===== src/rtl/sd_photo_seq_reader.sv =====
// Sector-read sequencer for a run of raw RGB565 photos stored back to back on the SD card.
// Drives the SD controller's read request port and the SDRAM frame-buffer address reload.
//
// state   | meaning
// --------+---------------------------------------------------------------
// IDLE    | waiting for start; start also clears the sticky errors
// ISSUE   | one-cycle rd_start_en for the current sector address
// WAIT_HI | waiting for the controller to accept (rd_busy high), with timeout
// WAIT_LO | counting rd_val_en strobes until rd_busy falls
// DONE    | one-cycle frame_done; decide between HOLD and IDLE
// HOLD    | inter-frame delay in loop mode; stop aborts straight to IDLE
module sd_photo_seq_reader #(
  parameter logic [31:0] BASE_ADDR     = 32'd8256,
  parameter int          PHOTO_SECTORS = 1200,
  parameter logic [31:0] PHOTO_STRIDE  = 32'd1200,
  parameter int          NUM_PHOTOS    = 4,
  parameter int          WORDS_PER_SEC = 256,
  parameter logic [31:0] HOLD_CYCLES   = 32'd250_000_000,
  parameter int          BUSY_TIMEOUT  = 1024,
  localparam int         PW            = (NUM_PHOTOS > 1) ? $clog2(NUM_PHOTOS) : 1
) (
  input  logic          clk,
  input  logic          rst,
  input  logic          start,
  input  logic          loop_en,
  input  logic          stop,
  input  logic          rd_busy,
  input  logic          rd_val_en,
  output logic          rd_start_en,
  output logic [31:0]   rd_sec_addr,
  output logic          frame_start,
  output logic          frame_done,
  output logic [PW-1:0] photo_idx,
  output logic          busy,
  output logic          err_words,
  output logic          err_timeout
);

  localparam int SW = (PHOTO_SECTORS > 1) ? $clog2(PHOTO_SECTORS) : 1;
  // One spare code above WORDS_PER_SEC so an overlong sector cannot alias to a good count.
  localparam int WW = $clog2(WORDS_PER_SEC + 2);
  localparam int TW = (BUSY_TIMEOUT > 1) ? $clog2(BUSY_TIMEOUT) : 1;

  localparam logic [SW-1:0] SEC_LAST   = SW'(PHOTO_SECTORS - 1);
  localparam logic [PW-1:0] PHOTO_LAST = PW'(NUM_PHOTOS - 1);
  localparam logic [WW-1:0] WORDS_EXP  = WW'(WORDS_PER_SEC);
  localparam logic [WW-1:0] WORDS_MAX  = '1;
  localparam logic [TW-1:0] TMO_LOAD   = TW'(BUSY_TIMEOUT - 1);
  localparam logic [31:0]   HOLD_LOAD  = HOLD_CYCLES - 32'd1;

  localparam logic [2:0] S_IDLE    = 3'd0;
  localparam logic [2:0] S_ISSUE   = 3'd1;
  localparam logic [2:0] S_WAIT_HI = 3'd2;
  localparam logic [2:0] S_WAIT_LO = 3'd3;
  localparam logic [2:0] S_DONE    = 3'd4;
  localparam logic [2:0] S_HOLD    = 3'd5;

  logic [2:0]    state;
  logic [SW-1:0] sec_cnt;
  logic [31:0]   photo_base;
  logic [WW-1:0] word_cnt;
  logic [WW-1:0] word_next;
  logic [TW-1:0] tmo_cnt;
  logic [31:0]   hold_cnt;

  // Includes a strobe landing on the same cycle rd_busy falls.
  always_comb begin
    word_next = word_cnt;
    if (rd_val_en && (word_cnt != WORDS_MAX)) word_next = word_cnt + WW'(1);
  end

  assign rd_start_en = (state == S_ISSUE);
  assign frame_done  = (state == S_DONE);
  assign busy        = (state != S_IDLE);

  always_ff @(posedge clk) begin
    if (rst) begin
      state       <= S_IDLE;
      photo_idx   <= '0;
      sec_cnt     <= '0;
      photo_base  <= BASE_ADDR;
      rd_sec_addr <= BASE_ADDR;
      word_cnt    <= '0;
      tmo_cnt     <= '0;
      hold_cnt    <= '0;
      frame_start <= 1'b0;
      err_words   <= 1'b0;
      err_timeout <= 1'b0;
    end else begin
      frame_start <= 1'b0;
      case (state)
        S_IDLE: begin
          if (start) begin
            err_words   <= 1'b0;
            err_timeout <= 1'b0;
            photo_idx   <= '0;
            sec_cnt     <= '0;
            photo_base  <= BASE_ADDR;
            rd_sec_addr <= BASE_ADDR;
            word_cnt    <= '0;
            frame_start <= 1'b1;
            state       <= S_ISSUE;
          end
        end
        S_ISSUE: begin
          tmo_cnt <= TMO_LOAD;
          state   <= S_WAIT_HI;
        end
        S_WAIT_HI: begin
          if (rd_busy) begin
            state <= S_WAIT_LO;
          end else if (tmo_cnt == '0) begin
            // Retry the same sector; rd_sec_addr is left untouched.
            err_timeout <= 1'b1;
            state       <= S_ISSUE;
          end else begin
            tmo_cnt <= tmo_cnt - TW'(1);
          end
        end
        S_WAIT_LO: begin
          if (!rd_busy) begin
            if (word_next != WORDS_EXP) err_words <= 1'b1;
            word_cnt <= '0;
            if (sec_cnt == SEC_LAST) begin
              state <= S_DONE;
            end else begin
              sec_cnt     <= sec_cnt + SW'(1);
              rd_sec_addr <= rd_sec_addr + 32'd1;
              state       <= S_ISSUE;
            end
          end else begin
            word_cnt <= word_next;
          end
        end
        S_DONE: begin
          if (loop_en && !stop) begin
            hold_cnt <= HOLD_LOAD;
            state    <= S_HOLD;
          end else begin
            state <= S_IDLE;
          end
        end
        S_HOLD: begin
          if (stop) begin
            state <= S_IDLE;
          end else if (hold_cnt == '0) begin
            if (photo_idx == PHOTO_LAST) begin
              photo_idx   <= '0;
              photo_base  <= BASE_ADDR;
              rd_sec_addr <= BASE_ADDR;
            end else begin
              photo_idx   <= photo_idx + PW'(1);
              photo_base  <= photo_base + PHOTO_STRIDE;
              rd_sec_addr <= photo_base + PHOTO_STRIDE;
            end
            sec_cnt     <= '0;
            frame_start <= 1'b1;
            state       <= S_ISSUE;
          end else begin
            hold_cnt <= hold_cnt - 32'd1;
          end
        end
        default: state <= S_IDLE;
      endcase
    end
  end

endmodule


===== config.mk =====
export PLATFORM = sky130hd
export DESIGN_NAME = sd_photo_seq_reader
export DESIGN_NICKNAME = d
export VERILOG_FILES = /design/src/rtl/sd_photo_seq_reader.sv
export SDC_FILE = /design/constraint.sdc
export NUM_CORES = 1
export LEC_CHECK = 0
export ABC_AREA = 0
export CAP_MARGIN = 20
export CORE_MARGIN = 10
export CORE_UTILIZATION = 54
export CTS_CLUSTER_SIZE = 8
export DETAILED_ROUTE_END_ITERATION = 16
export PLACE_DENSITY = 0.76
export SLEW_MARGIN = 40
export SYNTH_ARGS = -nofsm -noshare
export SYNTH_HDL_FRONTEND = slang
export SYNTH_SLANG_ARGS = --single-unit
export TNS_END_PERCENT = 30

===== constraint.sdc =====
create_clock -name clk -period 2.6 [get_ports clk]
set_input_delay 0.39 -clock clk [delete_from_list [all_inputs] [get_ports clk]]
set_output_delay 0.39 -clock clk [all_outputs]
set_load 0.05 [all_outputs]

**Word level (Yosys, flattened, before mapping)**

Cells that the tools add are included.

- $add $sub $neg: 7
- Muxes and demuxes: 50
- Equality and inequality tests: 22
- Reductions and logical operators: 21

Operators with widths:

| kind | count |
|---|---|
| $mux W32 | 9 |
| $pmux W32 S2 | 2 |
| $pmux W32 S3 | 1 |
| $mux W11 | 5 |
| $pmux W11 S3 | 1 |
| $add A32 B1 Y32 const B | 1 |
| $add A32 B11 Y32 const B | 1 |
| $logic_not A32 Y1 | 1 |
| $sub A32 B1 Y32 const B | 1 |
| $mux W9 | 3 |
| $mux W3 | 8 |
| $mux W10 | 2 |
| $ne A2 B2 Y1 const B | 10 |
| $pmux W10 S2 | 1 |
| $reduce_and A4 Y1 | 5 |
| $ne A9 B9 Y1 const B | 2 |
| $pmux W3 S6 | 1 |
| $pmux W9 S2 | 1 |
| $add A11 B1 Y11 const B | 1 |
| $eq A11 B11 Y1 const B | 1 |
| $logic_not A10 Y1 | 1 |
| $reduce_bool A2 Y1 | 5 |
| $sub A10 B1 Y10 const B | 1 |
| $add A9 B1 Y9 const B | 1 |
| 18 further kinds | 35 |

- Logic and storage cells: 111
- Input port bits: 7
- Output and inout port bits: 40
- Register bits: 134

**Longest topological paths before layout**

Gate-level depths: netlist (run 1).

- Depth in word-level cells: 7
- Depth in mapped cells: 11
- Gate-level depth less buffers: 10

**Worst setup path after synthesis (run 1)**

OpenSTA, ideal clock, no wires.

- Path kind: register -> register
- Start: reg rd_sec_addr[0]
- End: reg rd_sec_addr[30]
- Stages on the path, launching flop included: 9
- Clock period less this slack: 2.774 ns
- Path slack: -0.174 ns
- Buffers on the path: 1
- Setup time: 0.117 ns
- Data arrival time: 2.657 ns
- Path through: dfxtp_1 -> ha_1 -> nand3_1 -> nor4_1 -> and2_1 -> clkbuf_1 -> nand3_1 -> a21o_1 -> a32o_1

- Cells in the longest elaborated chain, start to end: 4

RTL lines:

| item | RTL line | text |
|---|---|---|
| start: declaration | 30 | `output logic [31:0] rd_sec_addr,` |
| start signal: assignment | 128 | `rd_sec_addr <= rd_sec_addr + 32'd1;` |
| start signal: assignment | 154 | `rd_sec_addr <= photo_base + PHOTO_STRIDE;` |
| $add A32 B1 Y32 | 128 |  |
| $mux W32 | 124 | `if (sec_cnt == SEC_LAST) begin` |
| $mux W32 | 121 | `if (!rd_busy) begin` |
| $pmux W32 S3 | 91 | `case (state)` |

No other way between the ends. The select of a mux whose other input is x is not followed.
A chain may end at the register's enable or synchronous reset.

**Final worst setup path (run 1)**

- Start: reg hold_cnt[1]
- End: reg sec_cnt[10]

- Cells in the longest elaborated chain, start to end: 3

RTL lines:

| item | RTL line | text |
|---|---|---|
| start: declaration | 64 | `logic [31:0] hold_cnt;` |
| start signal: assignment | 160 | `hold_cnt <= hold_cnt - 32'd1;` |
| $logic_not A32 Y1 | 146 | `end else if (hold_cnt == '0) begin` |
| $ne A2 B2 Y1 (no source line) | -- |  |
| $reduce_and A6 Y1 (no source line) | -- |  |
| end signal: assignment | 127 | `sec_cnt <= sec_cnt + SW'(1);` |
| end: declaration | 59 | `logic [SW-1:0] sec_cnt;` |

No other way between the ends.

==> results.md, run 1 <==
* N_diodes at 0
* Reg2reg start: hold_cnt[1]
* Critical path launch point: hold_cnt[1]
* Number of global-route vias before repair at 7399
* DRT Pass-1 Iters at 7
* Crit Path Category: register to register
* Final setup fails at 9
* Hold Slack at 378 ps
* Fin. Hold Viols at 0
* Delay-heaviest family, CP: simple AND/OR/NAND/NOR gates
* Slew HR at 57.1%
* Total routed wirelength at 24100 um
* Num ports at 47
* RSZ-0062 raised after global routing: yes
* Crit start category: register
* Share of cells above drive strength 1 at 18.3%
* Sequential fraction of the synthesis area at 35.4%
* GRT Max-Usage Layer: met2
* Critical path, cell by cell: inv_2, ha_4, or3b_4, or4_4, buf_8, a221oi_4, buf_6, clkbuf_16, nand4_1, mux2i_1
* Synth warnings at 0
* Final setup TNS at -203 ps
* Post-layout min period at 2670 ps
* Tcrit/Tclk final at 103%
* Maximum achievable frequency at 375 MHz
* Measured slew at the worst slew-check pin at 641 ps
* Largest net degree at the start of global routing at 40
* Crit path required time at 2920 ps
* Syn Std Cell Area at 7580 um2
* Setup WS pre-CTS at -69.9 ps
* Tot GR Track Use at 23.3%
* Crit. End Element: register
* Mapped Avg Cell Area at 7.68 um2
* Clk sinks at 134
* Synth Instances at 987
* Clock Skew at 8.48 ps
* Total power divided by cell area at 603 nW/um2
* Die Width at 139 um
* Peak supply drop at 0.581 mV
* Grt met2 use at 35.7%
* Share of the synthesized area in the top cell type at 35.4%
* Total of max-cap violations at 0
* H-tree depth at 4
* Clk_lat worst skew at 430 ps
* Hold_sp: rst
* Most common cell after layout, fill and taps aside: dfxtp_1
* Crit path DAT at 2990 ps
* HPWL Detailed at 15800 um
* Layout area overhead at 29.8%
* Antenna-violating nets left at 0
* Global-route wire length before repair at 38200 um
* Placer congestion estimate at 0.919
* Clock root buffer: clkbuf_16
* Switching power at 1.75 mW
* Internal Pwr Total at 4.18 mW
* Initial antenna violation count at 0
* Final Instance Area at 9840 um2
* Commonest non-fill, non-tap cells in the layout: dfxtp_1, a21oi_1, buf_4
* CTS tree: done
* Port Buffer Count at 46
* Core ar. at 13800 um2
* Share of power burned in registers at 36.8%
* Yosys reg bits at 134
* Sw frac at 29.5%
* Crit path largest cell delay at 590 ps
* Slowest-stage cell, CP: or4_4
* Vias at 8347
* Synth Net Count at 1004
* Ys flop type: dfxtp_1
* Leakage power at 3.54 nW
* Area leader, netlist: dfxtp_1
* Post-placement cell area at 8940 um2
* Total Nets Final at 1132
* Netlist cell types at 67
* Bufs on Longest Clock Path at 2
* Initial Util at 54.8%
* Post-layout worst setup margin at -67.9 ps
* Top cells by area, synth: dfxtp_1, a21oi_1, nand2_1, xor2_1, nor2_1
* Critical Path Fanout Max at 7
* Clock power frac at 41.1%
* # rows at 43
* Outcome: complete, but fails checks
* Async S/R FF share, synth at 0%
* Iteration-0 DRC Markers at 1052
* Final Max Tran Viols at 0
* CTS buffer count at 17
* Detailed-route DRC error count at 0
* Number of flops mapped to enable cells by yosys at 0
* CTS clk-pin slew, worst paths at 60 ps
* Grt met3 use at 5.24%
* WP buf/inv at 4
* Die height at 139 um
* Failing checks: setup timing
* Logic gate share of total power at 22.1%
* Worst Hold Class: primary input to register
* Via density at 6.38
* WL/cell at 18.5 um
* Met1 usage at 31.5%
* Grt ovf at 0
* Hold-fix buffers at CTS at 0
* Total die area at 19200 um2
==> path summary, 6_finish.rpt <==
check	to	slack [ps]	cells after the start
setup reg to reg	sec_cnt[10]	-70	10
hold reg to reg	rd_sec_addr[14]	470	2
hold / removal	hold_cnt[0]	380	2
setup / recovery	sec_cnt[10]	-70	10
==> per-stage QoR <==
step	power [mW]	std cells	utilization (%)
floorplan	2.90	987	-
global placement	3.34	1262	64.7
detailed placement	3.35	1262	64.7
CTS	5.78	1297	69.4
global route	6.14	1308	71.2
finish	5.93	1308	71.2
==> power by group through the flow <==
stage,clock (mW),combinational (mW),sequential (mW)
2_1_floorplan,0,0.640,2.26
3_3_place_gp,0,1.12,2.22
3_5_place_dp,0,1.13,2.22
4_1_cts,2.44,1.16,2.18
5_1_grt,2.54,1.40,2.19
6_report,2.44,1.31,2.18
==> kinds of logic (layout without fill, tap and decap cells) <==
family                   after synthesis  after routing  share of synthesized area [%]
XOR/XNOR                              52             52                           6.01
adder cells (fa/ha/maj)               10             10                           1.65
buffers and inverters                 81            221                           4.09
multiplexers                           6              6                          0.792
AO/OA/AOI/OAI                        263            264                           20.8
flip-flops                           134            134                           35.4
AND/OR/NAND/NOR                      441            441                           31.3
==> synthesized netlist by cell type, drive strengths merged (3+ instances only) <==
cell type,number
o211ai,7
nor3,50
nand2b,12
mux2i,6
ha,10
nor2b,8
or3,23
buf,5
a32oi,3
o21ai,56
inv,24
nand2,98
and4,8
o22ai,3
a21boi,4
a21oi,125
and3,9
clkbuf,52
xnor2,15
nor2,79
and2,5
or2,5
a2111oi,3
a221oi,3
a211oi,8
o31ai,12
nor4,19
o32ai,7
o21a,3
or4,18
dfxtp,134
nor3b,11
nand3b,5
a32o,3
nand3,43
a31oi,8
nand4,34
nand4b,4
xor2,37
==> final cells by class <==
class                           instances  area (um2)
Sequential cell                       134        2690
Multi-Input combinational cell        773        4780
Clock inverter                          9        97.6
Clock buffer                           23         498
Inverter                               24        90.1
Timing Repair Buffer                  165        1470
Fill cell                            1057        3980
Tap cell                              180         225
==> per-layer routing <==
layer	part of all wire (%)	routed length, um
met2	46	11100
met4	2.7	655
met5	0	0
met1	44	10500
met3	7.8	1870
==> state kept, by name, summed over array words and instances (netlist names) <==
register and flops:
rd_sec_addr 32, photo_base 32, frame_start 1, sec_cnt 11
tmo_cnt 10, photo_idx 2, hold_cnt 32, word_cnt 9
err_timeout 1, state 3, err_words 1
==> timing repair <==
item                       CTS  global route
setup buffers                2            10
pin swaps                    0            31
gates cloned                 1             1
resized for setup            9            43
hold endpoints to repair     0             0
setup endpoints to repair   28            43
Note: power is estimated with default switching activity, not from simulation.
==> inputs of run 2 (changes only) <==
Settings changed: ABC_AREA 0 to unset.
==> results of run 2 <==
Same layout as run 1: the final DEF is identical, and so are final timing and power.
